[src/rtl/nanov_spi_fetch_if.sv]
// Core-side fetch handshake and SPI flash pins of the nanov instruction fetcher.
// The fetcher drives through the master modport; core/flash models use slave.
interface nanov_spi_fetch_if;
    logic        branch;
    logic [23:0] branch_addr;
    logic        instr_ready;
    logic        instr_valid;
    logic [31:0] instr;
    logic [23:0] pc;
    logic        spi_cs_n;
    logic        spi_clk;
    logic        spi_mosi;
    logic        spi_miso;

    modport master (
        input  branch, branch_addr, instr_ready, spi_miso,
        output instr_valid, instr, pc, spi_cs_n, spi_clk, spi_mosi
    );

    modport slave (
        output branch, branch_addr, instr_ready, spi_miso,
        input  instr_valid, instr, pc, spi_cs_n, spi_clk, spi_mosi
    );
endinterface

[src/rtl/nanov_spi_fetch.sv]
// Streams 32-bit instruction words from SPI flash (READ 0x03) into a
// one-deep output register, with branch restart and back-pressure stall.
//
// state   | meaning
// --------+-----------------------------------------------------------
// CS_HIGH | chip select released for one cycle before a new command
// CMD     | shifting out the 8-bit READ opcode
// ADDR    | shifting out the 24-bit fetch address
// DATA    | receiving 32 bits per word, continuous across words
// STALL   | full word held in the shift register, output still occupied
module nanov_spi_fetch #(
    parameter logic [23:0] RESET_ADDR = 24'h000000
) (
    input  logic              clk,
    input  logic              rstn,
    nanov_spi_fetch_if.master bus
);
    typedef enum logic [2:0] {CS_HIGH, CMD, ADDR, DATA, STALL} state_t;

    localparam logic [31:0] CMD_READ        = 32'h0000_0003;
    localparam logic [23:0] RESET_WORD_ADDR = {RESET_ADDR[23:2], 2'b00};

    state_t      state_q, state_d;
    logic        phase_q;
    logic [4:0]  bit_cnt_q;
    logic [31:0] shreg_q;
    logic [23:0] fetch_addr_q;
    logic [31:0] instr_q;
    logic [23:0] pc_q;
    logic        valid_q;

    logic        bit_end;
    logic        spi_active;
    logic        cnt_load;
    logic [4:0]  cnt_val;
    logic        load_out;
    logic        mosi;
    logic [31:0] shreg_in;
    logic [31:0] word_raw;
    logic [31:0] addr_bits;
    logic [23:0] branch_word_addr;

    assign bit_end          = phase_q && (bit_cnt_q == 5'd0);
    assign shreg_in         = {shreg_q[30:0], bus.spi_miso};
    assign addr_bits        = {8'h00, fetch_addr_q};
    assign branch_word_addr = bus.branch_addr & 24'hFF_FFFC;

    always_comb begin
        state_d    = state_q;
        spi_active = 1'b0;
        cnt_load   = 1'b0;
        cnt_val    = 5'd0;
        load_out   = 1'b0;
        mosi       = 1'b0;
        word_raw   = shreg_in;
        case (state_q)
            CS_HIGH: begin
                state_d  = CMD;
                cnt_load = 1'b1;
                cnt_val  = 5'd7;
            end
            CMD: begin
                spi_active = 1'b1;
                mosi       = CMD_READ[bit_cnt_q];
                if (bit_end) begin
                    state_d  = ADDR;
                    cnt_load = 1'b1;
                    cnt_val  = 5'd23;
                end
            end
            ADDR: begin
                spi_active = 1'b1;
                mosi       = addr_bits[bit_cnt_q];
                if (bit_end) begin
                    state_d  = DATA;
                    cnt_load = 1'b1;
                    cnt_val  = 5'd31;
                end
            end
            DATA: begin
                spi_active = 1'b1;
                if (bit_end) begin
                    if (!valid_q || bus.instr_ready) begin
                        load_out = 1'b1;
                        cnt_load = 1'b1;
                        cnt_val  = 5'd31;
                    end else begin
                        state_d = STALL;
                    end
                end
            end
            STALL: begin
                // the completed word was captured into shreg_q on entry
                word_raw = shreg_q;
                if (bus.instr_ready) begin
                    load_out = 1'b1;
                    state_d  = DATA;
                    cnt_load = 1'b1;
                    cnt_val  = 5'd31;
                end
            end
            default: state_d = CS_HIGH;
        endcase
        if (bus.branch) begin
            state_d  = CS_HIGH;
            load_out = 1'b0;
        end
    end

    always_ff @(posedge clk or negedge rstn) begin
        if (!rstn) begin
            state_q <= CS_HIGH;
        end else begin
            state_q <= state_d;
        end
    end

    always_ff @(posedge clk or negedge rstn) begin
        if (!rstn) begin
            phase_q      <= 1'b0;
            bit_cnt_q    <= 5'd0;
            shreg_q      <= 32'd0;
            fetch_addr_q <= RESET_WORD_ADDR;
            instr_q      <= 32'd0;
            pc_q         <= 24'd0;
            valid_q      <= 1'b0;
        end else if (bus.branch) begin
            phase_q      <= 1'b0;
            shreg_q      <= 32'd0;
            fetch_addr_q <= branch_word_addr;
            valid_q      <= 1'b0;
        end else begin
            if (cnt_load) begin
                phase_q   <= 1'b0;
                bit_cnt_q <= cnt_val;
            end else if (spi_active) begin
                phase_q <= ~phase_q;
                if (phase_q) bit_cnt_q <= bit_cnt_q - 5'd1;
            end
            if (state_q == DATA && phase_q) shreg_q <= shreg_in;
            // bytes arrive b0 first, so the shifted word is byte-reversed
            if (load_out) begin
                instr_q      <= {word_raw[7:0], word_raw[15:8], word_raw[23:16], word_raw[31:24]};
                pc_q         <= fetch_addr_q;
                valid_q      <= 1'b1;
                fetch_addr_q <= fetch_addr_q + 24'd4;
            end else if (bus.instr_ready) begin
                valid_q <= 1'b0;
            end
        end
    end

    assign bus.spi_cs_n    = (state_q == CS_HIGH);
    assign bus.spi_clk     = spi_active & phase_q;
    assign bus.spi_mosi    = mosi;
    assign bus.instr       = instr_q;
    assign bus.pc          = pc_q;
    assign bus.instr_valid = valid_q;
endmodule

[src/flat_wrapper.sv]
// flat-port wrapper written by rule: the top's interface ports become plain ports
module nanov_spi_fetch_flat 
#(
    parameter logic [23:0] RESET_ADDR = 24'h000000
)
  (clk, rstn, bus_branch, bus_branch_addr, bus_instr_ready, bus_spi_miso, bus_instr_valid, bus_instr, bus_pc, bus_spi_cs_n, bus_spi_clk, bus_spi_mosi);
  nanov_spi_fetch_if bus_i ();
  input  logic clk;
  input  logic rstn;
  input wire logic [$bits(bus_i.branch)-1:0] bus_branch;
  input wire logic [$bits(bus_i.branch_addr)-1:0] bus_branch_addr;
  input wire logic [$bits(bus_i.instr_ready)-1:0] bus_instr_ready;
  input wire logic [$bits(bus_i.spi_miso)-1:0] bus_spi_miso;
  output wire logic [$bits(bus_i.instr_valid)-1:0] bus_instr_valid;
  output wire logic [$bits(bus_i.instr)-1:0] bus_instr;
  output wire logic [$bits(bus_i.pc)-1:0] bus_pc;
  output wire logic [$bits(bus_i.spi_cs_n)-1:0] bus_spi_cs_n;
  output wire logic [$bits(bus_i.spi_clk)-1:0] bus_spi_clk;
  output wire logic [$bits(bus_i.spi_mosi)-1:0] bus_spi_mosi;
  assign bus_i.branch = bus_branch;
  assign bus_i.branch_addr = bus_branch_addr;
  assign bus_i.instr_ready = bus_instr_ready;
  assign bus_i.spi_miso = bus_spi_miso;
  assign bus_instr_valid = bus_i.instr_valid;
  assign bus_instr = bus_i.instr;
  assign bus_pc = bus_i.pc;
  assign bus_spi_cs_n = bus_i.spi_cs_n;
  assign bus_spi_clk = bus_i.spi_clk;
  assign bus_spi_mosi = bus_i.spi_mosi;
  nanov_spi_fetch #(.RESET_ADDR(RESET_ADDR)) u_core (.clk(clk), .rstn(rstn), .bus(bus_i));
endmodule
[config.mk]
export PLATFORM = sky130hd
export DESIGN_NAME = nanov_spi_fetch_flat
export DESIGN_NICKNAME = d
export VERILOG_FILES = /design/src/rtl/nanov_spi_fetch_if.sv /design/src/rtl/nanov_spi_fetch.sv /design/src/flat_wrapper.sv
export SDC_FILE = /design/constraint.sdc
export NUM_CORES = 1
export LEC_CHECK = 0
export ABC_CLOCK_PERIOD_IN_PS = 5080
export BUFFER_PORTS_ARGS = -buffer_cell sky130_fd_sc_hd__buf_2
export CORE_MARGIN = 8
export CORE_UTILIZATION = 60
export DETAILED_ROUTE_END_ITERATION = 8
export PLACE_DENSITY = 0.84
export SLEW_MARGIN = 40
export SYNTH_ARGS = -nofsm -noshare
export SYNTH_HDL_FRONTEND = slang
export SYNTH_SLANG_ARGS = --single-unit
[constraint.sdc]
create_clock -name clk -period 5.08 [get_ports clk]
set_input_delay 0.762 -clock clk [delete_from_list [all_inputs] [get_ports clk]]
set_output_delay 0.762 -clock clk [all_outputs]
set_load 0.02 [all_outputs]
==> impl_metrics.yaml, run 1 <==
logic_synthesis:
  async_flop_share: 1.00
  seq_area_frac_synth: 0.510
  ys_warn_count: 0
  synth_area_um2: 5780
  yosys_most_used_dff: "dfrtp_1"
  synth_edf_count: 0
  syn_area_per_cell_um2: 10.2
  yosys_register_bits: 118
  synth_cells: 567
  synth.distinct_cells: 48
die:
  dieArea_um2: 13000
  die_h_um: 114
  boundaryPins: 89
  rows: 36
  die-width_um: 114
  core_um2: 9550
  start_util: 0.606
sta:
  slew_headroom: 0.511
  setup_tns_ns: 0
  rsz0062_at_grt: "no"
  layout_min_cycle_time_ns: 3.28
  hold_violations: 0
  slew_viol_final: 0
  tightest_slew_ns: 0.733
  finalSetupViolations: 0
  fmaxAchievable_ghz: 0.305
  timing.final.crit_share: 0.645
  fin_skew_ns: 0.0108
grt:
  grt_first_pass_wirelength_um: 22900
  track_usage: 0.220
  grt_max_degree: 76
  grt_pass1_vias: 4656
  grt.overflow.total: 0
  antenna_found_initial: 0
power_and_ir_drop:
  cellLeakagePower_nw: 3.09
  vdd_drop_max_uv: 303
  pwr_density_cell_nw_per_um2: 460
detailed_routing:
  wl_met1_um: 5380
  dr.max_layer_used: "met4"
  wl_per_cell_um: 17.4
  vias: 4606
  met2_length_um: 6830
  viasPerCell: 5.90
  drc: 0
  routed_wl_um: 13600
  wl_met3_um: 1090
  first_iter_violations: 366
  ant_nets: 0
  firstDrtPassIters: 5
setup_path:
  start_kind: "flop"
  cp.required_ns: 4.32
  cp_max_fo: 14
  crit_buf_inv: 1
  crit_path_cell_trace: "nand2b_1, or4b_2, o22a_1, o211ai_1, buf_2"
  critPathArrivalTime_ns: 2.51
  crit_path_max_incr_delay_ns: 0.64
  crit_slowest_cell: "dfrtp_1"
  crit_family: "simple AND/OR/NAND/NOR gates"
  setup.worst_path.class: "reg2out"
  end_kind: "output pin"
placement:
  dp_hpwl_um: 8520
  gp_congestion: 0.885
  place_area_um2: 6240
  numPortBuffers: 84
cts:
  htreeDepth: 4
  cts_resized: 0
  clk_path_buf_depth: 2
  post_cts.repair.setup_buffers: 0
  root_buffer: "clkbuf_8"
  path_clk_slew_ns: 0.07
  numCtsBuffers: 17
  insertion_delay_ns: 0.52
  cts_tree: "built"
  cts_hold_buffers: 0
  cts_num_sinks: 118
finish:
  area_delta_synth_final_pct: 18.6
  drive_gt1_frac: 0.261
  final_area_um2: 6860
  layout_commonest_cell: "dfrtp_1"
  layout_common_cells: "118 x dfrtp_1, 86 x nand2_1, 83 x buf_2"
  final_net_count: 667
  antennaDiodeCount: 0
hold_path:
  min-delay-path-class: "in2async"
run_status:
  outcome: "finished clean"
job:
  drv_cap: 0
==> worst register-to-register path: stages (launching register included) <==
cell     delay, ns
dfrtp_1       0.72
and3b_1       0.34
nor4b_4       0.21
buf_4         0.29
o21a_4        0.60
buf_4         0.43
nor2_1        0.08
a21oi_1       0.13
==> stage by stage <==
stage          instances  utilization  power, W  worst slack, ns  hold WS, ns
2_1_floorplan        568            -   0.00170             2.64        0.466
3_3_place_gp         749        0.652   0.00189             1.99        0.488
3_5_place_dp         749        0.654   0.00192             2.24        0.491
4_1_cts              781        0.718   0.00317             1.81        0.276
5_1_grt              781        0.718   0.00330             1.70        0.299
6_report             781        0.718   0.00315             1.80        0.256
==> layer usage <==
layer,GRT usage,up-vias
met4,0.0923,0
met2,0.357,218
li1,-,2125
met5,0,-
met3,0.0665,41
met1,0.269,2222
==> report_power, final <==
group | total [W] | internal [W] | switching [W]
clock | 0.00124 | 0.000775 | 0.000467
combinational | 0.000669 | 0.000280 | 0.000389
sequential | 0.00124 | 0.00108 | 0.000160
==> flip-flops by register name, summed over array words and instances (netlist names) <==
register                count
u_core.bus.instr           32
u_core.shreg_q             32
u_core.bus.pc              22
u_core.fetch_addr_q        22
u_core.bit_cnt_q            5
u_core.state_q              3
u_core.bus.instr_valid      1
u_core.phase_q              1
==> cell type report <==
cell class              instances  area, µm²
clock buffers                  18        428
clock inverters                14        189
fillers                       658       2690
inverters                       5       18.8
multi-input cells             403       2630
flip-flops and latches        118       2950
well taps                     133        166
repair buffers                 90        472
==> final timing paths <==
| check | end | from | slack [ns] | cells after the start |
|---|---|---|---|---|
| setup / recovery | bus_spi_mosi | u_core.state_q[1] | 1.80 | 5 |
| hold / removal | u_core.shreg_q[4] | rstn | 0.26 | 1 |
| setup reg to reg | u_core.bus.instr[21] | u_core.state_q[0] | 2.21 | 7 |
| hold reg to reg | u_core.bus.pc[3] | u_core.bus.pc[3] | 0.50 | 1 |
| max in group asynchronous | u_core.shreg_q[27] | rstn | 3.83 | 2 |
| min in group clk | u_core.fetch_addr_q[6] | bus_branch_addr[6] | 0.46 | 3 |
==> synth_stat cells (all sizes together), types with 4 or more instances <==
library cell / number / area share
nand2: 87 / 0.056
dfrtp: 118 / 0.51
o21ai: 18 / 0.016
mux2: 33 / 0.064
mux2i: 36 / 0.062
inv: 5 / 0.0032
nor2: 47 / 0.031
buf: 14 / 0.016
xor2: 10 / 0.015
o211ai: 6 / 0.0078
clkbuf: 28 / 0.018
nor3: 9 / 0.0087
nand2b: 4 / 0.0043
o2111ai: 12 / 0.018
and3: 6 / 0.0065
xnor2: 11 / 0.017
nand3: 5 / 0.0043
a21oi: 72 / 0.062
mux4: 5 / 0.019
a31oi: 5 / 0.0054
nand4: 4 / 0.0043
==> logic make-up (layout without fill, tap and decap cells) <==
group           after synthesis  after routing  share of synthesized area
compound gates              125            125                      0.127
xor+xnor                     21             21                     0.0318
fa+ha+maj                     3              3                    0.00649
buf+inv                      47            127                     0.0379
flops                       118            118                      0.510
mux                          74             74                      0.146
other cells                   1              2                   0.000648
simple gates                178            178                      0.140
Note: power is estimated with default switching activity, not from simulation.
==> inputs of run 2 (changes only) <==
--- a/config.mk
+++ b/config.mk
@@ -5,12 +5,12 @@
 export SDC_FILE = /design/constraint.sdc
 export NUM_CORES = 1
 export LEC_CHECK = 0
-export ABC_CLOCK_PERIOD_IN_PS = 5080
+export ABC_CLOCK_PERIOD_IN_PS = 2800
 export BUFFER_PORTS_ARGS = -buffer_cell sky130_fd_sc_hd__buf_2
 export CORE_MARGIN = 8
-export CORE_UTILIZATION = 60
+export CORE_UTILIZATION = 51
 export DETAILED_ROUTE_END_ITERATION = 8
-export PLACE_DENSITY = 0.84
+export PLACE_DENSITY = 0.76
 export SLEW_MARGIN = 40
 export SYNTH_ARGS = -nofsm -noshare
 export SYNTH_HDL_FRONTEND = slang
==> constraint.sdc (replaced) <==
create_clock -name clk -period 2.8 [get_ports clk]
set_input_delay 0.42 -clock clk [delete_from_list [all_inputs] [get_ports clk]]
set_output_delay 0.42 -clock clk [all_outputs]
set_load 0.02 [all_outputs]
==> run 2 against run 1 <==
Worst setup slack worse by 1.6 ns. Sequential power up 81%. Die area up 15%. Routed wire length down 4.9%. First-iteration DRC count up 27%. Clock skew down 0.0034 ns. Global-route usage down 3.9 points. Largest cell class unchanged. Hold slack worse by 0.22 ns. Clock power up 60%. Non-clock buffer count up 8. Flip-flop and latch count unchanged.
==> impl_metrics.yaml, run 2 (synthesized netlist as in run 1, its figures left out) <==
power_and_ir_drop:
  power_w: 0.00546
  vdd_drop_max_uv: 354
  cellLeakagePower_nw: 3.10
  pwr_density_cell_nw_per_um2: 793
grt:
  antenna_found_initial: 0
  grt_first_pass_wirelength_um: 21600
  grt.overflow.total: 0
  grt_pass1_vias: 4448
  track_usage: 0.181
  grt_max_degree: 53
finish:
  final_net_count: 675
  antennaDiodeCount: 0
  drive_gt1_frac: 0.262
  multi_input_area_um2: 2620
  final_area_um2: 6890
  layout_commonest_cell: "dfrtp_1"
  fillers: 939
  ff_latch_area_um2: 2950
  area_delta_synth_final_pct: 19.1
  layout_common_cells: "117 x dfrtp_1, 87 x nand2_1, 83 x buf_2"
placement:
  dp_hpwl_um: 8990
  gp_congestion: 0.858
  place_area_um2: 6340
  post-place-ws_ns: 0.401
  numPortBuffers: 84
job:
  drv_cap: 0
setup_path:
  end_kind: "output pin"
  critPathArrivalTime_ns: 2.18
  crit_slowest_cell: "dfrtp_1"
  cp.required_ns: 2.38
  cp_max_fo: 10
  crit_path_max_incr_delay_ns: 0.64
  start_kind: "flop"
  crit_path_cell_trace: "mux4_2, mux2i_1, o22a_1, o211ai_1, buf_2"
  setup.worst_path.class: "reg2out"
detailed_routing:
  ant_nets: 0
  drc: 0
  first_iter_violations: 464
  wl_per_cell_um: 16.2
  firstDrtPassIters: 5
  vias: 4508
  routed_wl_um: 12900
  viasPerCell: 5.64
cts:
  numCtsBuffers: 17
  cts_hold_buffers: 0
  insertion_delay_ns: 0.41
  path_clk_slew_ns: 0.05
  cts_num_sinks: 118
  root_buffer: "clkbuf_16"
  cts_tree: "built"
  clk_path_buf_depth: 2
  htreeDepth: 4
sta:
  fin_ws_ns: 0.200
  fmaxAchievable_ghz: 0.385
  setup_tns_ns: 0
  timing.final.crit_share: 0.929
  layout_min_cycle_time_ns: 2.60
  tightest_slew_ns: 0.629
  slew_viol_final: 0
  rsz0062_at_grt: "no"
  fin_hold_ws_ns: 0.0350
  slew_headroom: 0.581
  fin_skew_ns: 0.00736
  hold_violations: 0
  finalSetupViolations: 0
die:
  core_um2: 11200
  start_util: 0.515
  die-width_um: 122
  boundaryPins: 89
  rows: 39
  dieArea_um2: 15000
  die_h_um: 122
hold_path:
  min-delay-path-class: "in2async"
run_status:
  outcome: "finished clean"
run 2: cell count changes in the layout (fill, tap and decap cells not counted), sizes merged:
cell / before / now
buf: 90 / 98
inv: 11 / 5
clkbuf: 18 / 23
bufinv: 3 / 1
clkinv: 3 / 5
clkinvlp: 2 / 3
run 2: critical path, delay by kind of cell (launching register included):
family | cells | cell delay (ns)
AOI/OAI and AO/OA | 2 | 0.24
buffers and inverters | 1 | 0.18
DFF | 1 | 0.64
muxes | 2 | 0.71
run 2: stage by stage:
step / util / cells
after global routing: 0.614 / 799
after CTS: 0.613 / 799
after global placement: 0.565 / 767
after floorplan: - / 568
final: 0.614 / 799
after detailed placement: 0.565 / 767
run 2: timing repair:
action / in CTS / in global routing
setup endpoints to repair: 0 / 1
resized for setup: 0 / 1
buffers inserted: 0 / 0
run 2: where the power goes:
group / leakage, nW / internal, W / switching [W]
clock: 0.263 / 0.00126 / 0.000733
sequential: 1.57 / 0.00197 / 0.000269
combinational: 1.27 / 0.000520 / 0.000715
total: 3.10 / 0.00374 / 0.00172
run 2: final cells by class:
cell class                      instances  area share
Sequential cell                       118       0.429
Clock buffer                           23      0.0680
Clock inverter                          9      0.0113
Tap cell                              143      0.0260
Timing Repair Buffer                   98      0.0821
Multi-Input combinational cell        403       0.381
Inverter                                5     0.00273
run 2: per-layer routing:
layer,track usage,share of wire,vias up
met5,0,0,-
met4,0.0708,0.015,0
met3,0.0557,0.072,21
met2,0.277,0.47,163
met1,0.236,0.44,2181
li1,-,-,2143
run 2: path summary, 6_finish.rpt:
kind                       cells after the start                      to                start  slack [ns]
min                                            1    u_core.bus.instr[30]                 rstn        0.03
max in group asynchronous                      2       u_core.state_q[1]                 rstn        2.01
min in group clk                               3  u_core.fetch_addr_q[6]   bus_branch_addr[6]        0.22
min reg2reg                                    1        u_core.bus.pc[3]     u_core.bus.pc[3]        0.50
max                                            5            bus_spi_mosi  u_core.bit_cnt_q[0]        0.20
max reg2reg                                    7    u_core.bus.instr[13]  u_core.bit_cnt_q[2]        0.42
==> inputs of run 3 (changes only) <==
--- a/config.mk
+++ b/config.mk
@@ -6,11 +6,11 @@
 export NUM_CORES = 1
 export LEC_CHECK = 0
 export ABC_CLOCK_PERIOD_IN_PS = 2800
-export BUFFER_PORTS_ARGS = -buffer_cell sky130_fd_sc_hd__buf_2
 export CORE_MARGIN = 8
-export CORE_UTILIZATION = 51
+export CORE_UTILIZATION = 57
 export DETAILED_ROUTE_END_ITERATION = 8
-export PLACE_DENSITY = 0.76
+export DONT_BUFFER_PORTS = 1
+export PLACE_DENSITY = 0.75
 export SLEW_MARGIN = 40
 export SYNTH_ARGS = -nofsm -noshare
 export SYNTH_HDL_FRONTEND = slang
==> run 3 against run 2 <==
The flow now finishes with violations (hold timing). Critical path depth decreased by 1. Critical path type unchanged. Largest power group unchanged. Flip-flop and latch count unchanged. Register-to-register slack improved by 0.08 ns.
==> impl_metrics.yaml, run 3 (synthesized netlist as in run 1, its figures left out) <==
sta:
  rsz0062_at_grt: "no"
  fin_hold_ws_ns: -0.407
  timing.final.crit_share: 0.965
  layout_min_cycle_time_ns: 2.70
  setup_tns_ns: 0
  tightest_slew_ns: 0.611
  hold_violations: 118
  fmaxAchievable_ghz: 0.370
  finalSetupViolations: 0
  slew_viol_final: 0
  slew_headroom: 0.587
  fin_skew_ns: 0.00852
detailed_routing:
  routed_wl_um: 13000
  wl_per_cell_um: 18.5
  ant_nets: 0
  drc: 0
  firstDrtPassIters: 5
  viasPerCell: 5.95
  first_iter_violations: 291
  vias: 4174
finish:
  fillers: 777
  area_delta_synth_final_pct: 12.4
  layout_common_cells: "117 x dfrtp_1, 87 x nand2_1, 72 x a21oi_1"
  finalNonFillerCells: 702
  ff_latch_area_um2: 2950
  multi_input_area_um2: 2620
  drive_gt1_frac: 0.153
  layout_commonest_cell: "dfrtp_1"
  antennaDiodeCount: 0
  final_net_count: 591
cts:
  insertion_delay_ns: 0.52
  path_clk_slew_ns: 0.06
  htreeDepth: 4
  cts_num_sinks: 118
  cts_tree: "built"
  cts_hold_buffers: 2
  clk_path_buf_depth: 2
  root_buffer: "clkbuf_8"
  numCtsBuffers: 17
grt:
  use_met1: 0.238
  grt_max_degree: 119
  antenna_found_initial: 2
  grt_pass1_vias: 4256
  globalRoute.busiestLayer: "met2"
  grt_first_pass_wirelength_um: 21300
  grt_util_met2: 0.325
  use_met3: 0.0807
  track_usage: 0.202
  grt.overflow.total: 0
setup_path:
  crit_slowest_cell: "or4b_2"
  end_kind: "output pin"
  critPathArrivalTime_ns: 2.28
  start_kind: "flop"
  cp_max_fo: 14
  cp.required_ns: 2.38
  crit_path_max_incr_delay_ns: 0.62
  setup.worst_path.class: "reg2out"
  crit_path_cell_trace: "nand2b_1, or4b_2, o22a_1, o211ai_1"
power_and_ir_drop:
  clockPowerShare: 0.400
  p_sw_frac: 0.304
  cellLeakagePower_nw: 2.70
  power_switching_w: 0.00165
  pwr-share-seq: 0.462
  vdd_drop_max_uv: 433
  intPower_w: 0.00379
  pwr_density_cell_nw_per_um2: 837
  pwr-share-comb: 0.138
die:
  rows: 36
  die_h_um: 117
  core_um2: 9820
  die-width_um: 117
  boundaryPins: 89
  start_util: 0.589
  dieArea_um2: 13600
placement:
  placed_cells: 671
  numPortBuffers: 0
  dp_hpwl_um: 8390
  gp_congestion: 0.833
job:
  drv_cap: 0
run_status:
  violations: "hold timing"
  outcome: "complete, but fails checks"
hold_path:
  min-delay-path-class: "in2async"
-- run 3: cell types whose count changed in the layout (fill, tap and decap cells not counted) --
cell	change
bufinv_16	+2
clkbuf_16	-1
clkinv_2	-5
dlygate4sd3_1	+1
clkbuf_1	-3
clkinv_4	+1
buf_4	-2
clkbuf_8	+3
buf_2	-83
-- run 3: through the flow --
step	hold slack [ns]	util	total power, W	worst slack, ns	cell area (µm²)
6_report	-0.407	0.662	0.00544	0.0981	6500
5_1_grt	-0.428	0.662	0.00567	0.00970	6500
4_1_cts	-0.424	0.662	0.00548	0.0809	6500
3_5_place_dp	0.129	0.598	0.00327	0.497	5880
3_3_place_gp	0.130	0.598	0.00324	0.525	5880
2_1_floorplan	0.124	-	0.00308	0.673	5790
-- run 3: area by class of cell --
class	count	area share
flip-flops and latches	118	0.454
multi-input cells	403	0.404
clock buffers	22	0.0727
well taps	133	0.0256
repair buffers	14	0.0223
clock inverters	7	0.0187
inverters	5	0.00289
-- run 3: timing repair --
action,4_1_cts,5_1_grt
setup endpoints to repair,1,0
resized for setup,1,0
setup buffers,0,0
endpoints found under the hold margin,163,118
-- run 3: final timing paths --
path / startpoint / to / slack [ns] / cells past startpoint
max in group asynchronous: rstn / u_core.bus.instr[1] / 3.05 / 0
min in group clk: bus_branch_addr[8] / u_core.fetch_addr_q[8] / 0.02 / 2
worst max register to register: u_core.bit_cnt_q[0] / u_core.fetch_addr_q[10] / 0.50 / 8
worst min-delay path: rstn / u_core.shreg_q[0] / -0.41 / 0
worst min register to register: u_core.shreg_q[31] / u_core.shreg_q[31] / 0.52 / 2
worst max-delay path: u_core.state_q[1] / bus_spi_mosi / 0.1 / 4
-- run 3: power groups by stage --
stage	logic [W]	clock network [W]	registers, W
2_1_floorplan	0.000692	0	0.00238
3_3_place_gp	0.000706	0	0.00253
3_5_place_dp	0.000731	0	0.00254
4_1_cts	0.000753	0.00221	0.00252
5_1_grt	0.000829	0.00228	0.00256
6_report	0.000751	0.00218	0.00251
-- run 3: critical path, delay by kind of cell (launching register included) --
family	cells	cell delay [ns]
AND/OR/NAND/NOR	2	0.77
flip-flops	1	0.51
AO/OA/AOI/OAI	2	0.48
-- run 3: per-layer routing --
layer,wire length (µm),part of all wire
met5,21,0.0016
met4,274,0.021
met3,1180,0.091
met2,6200,0.48
met1,5310,0.41
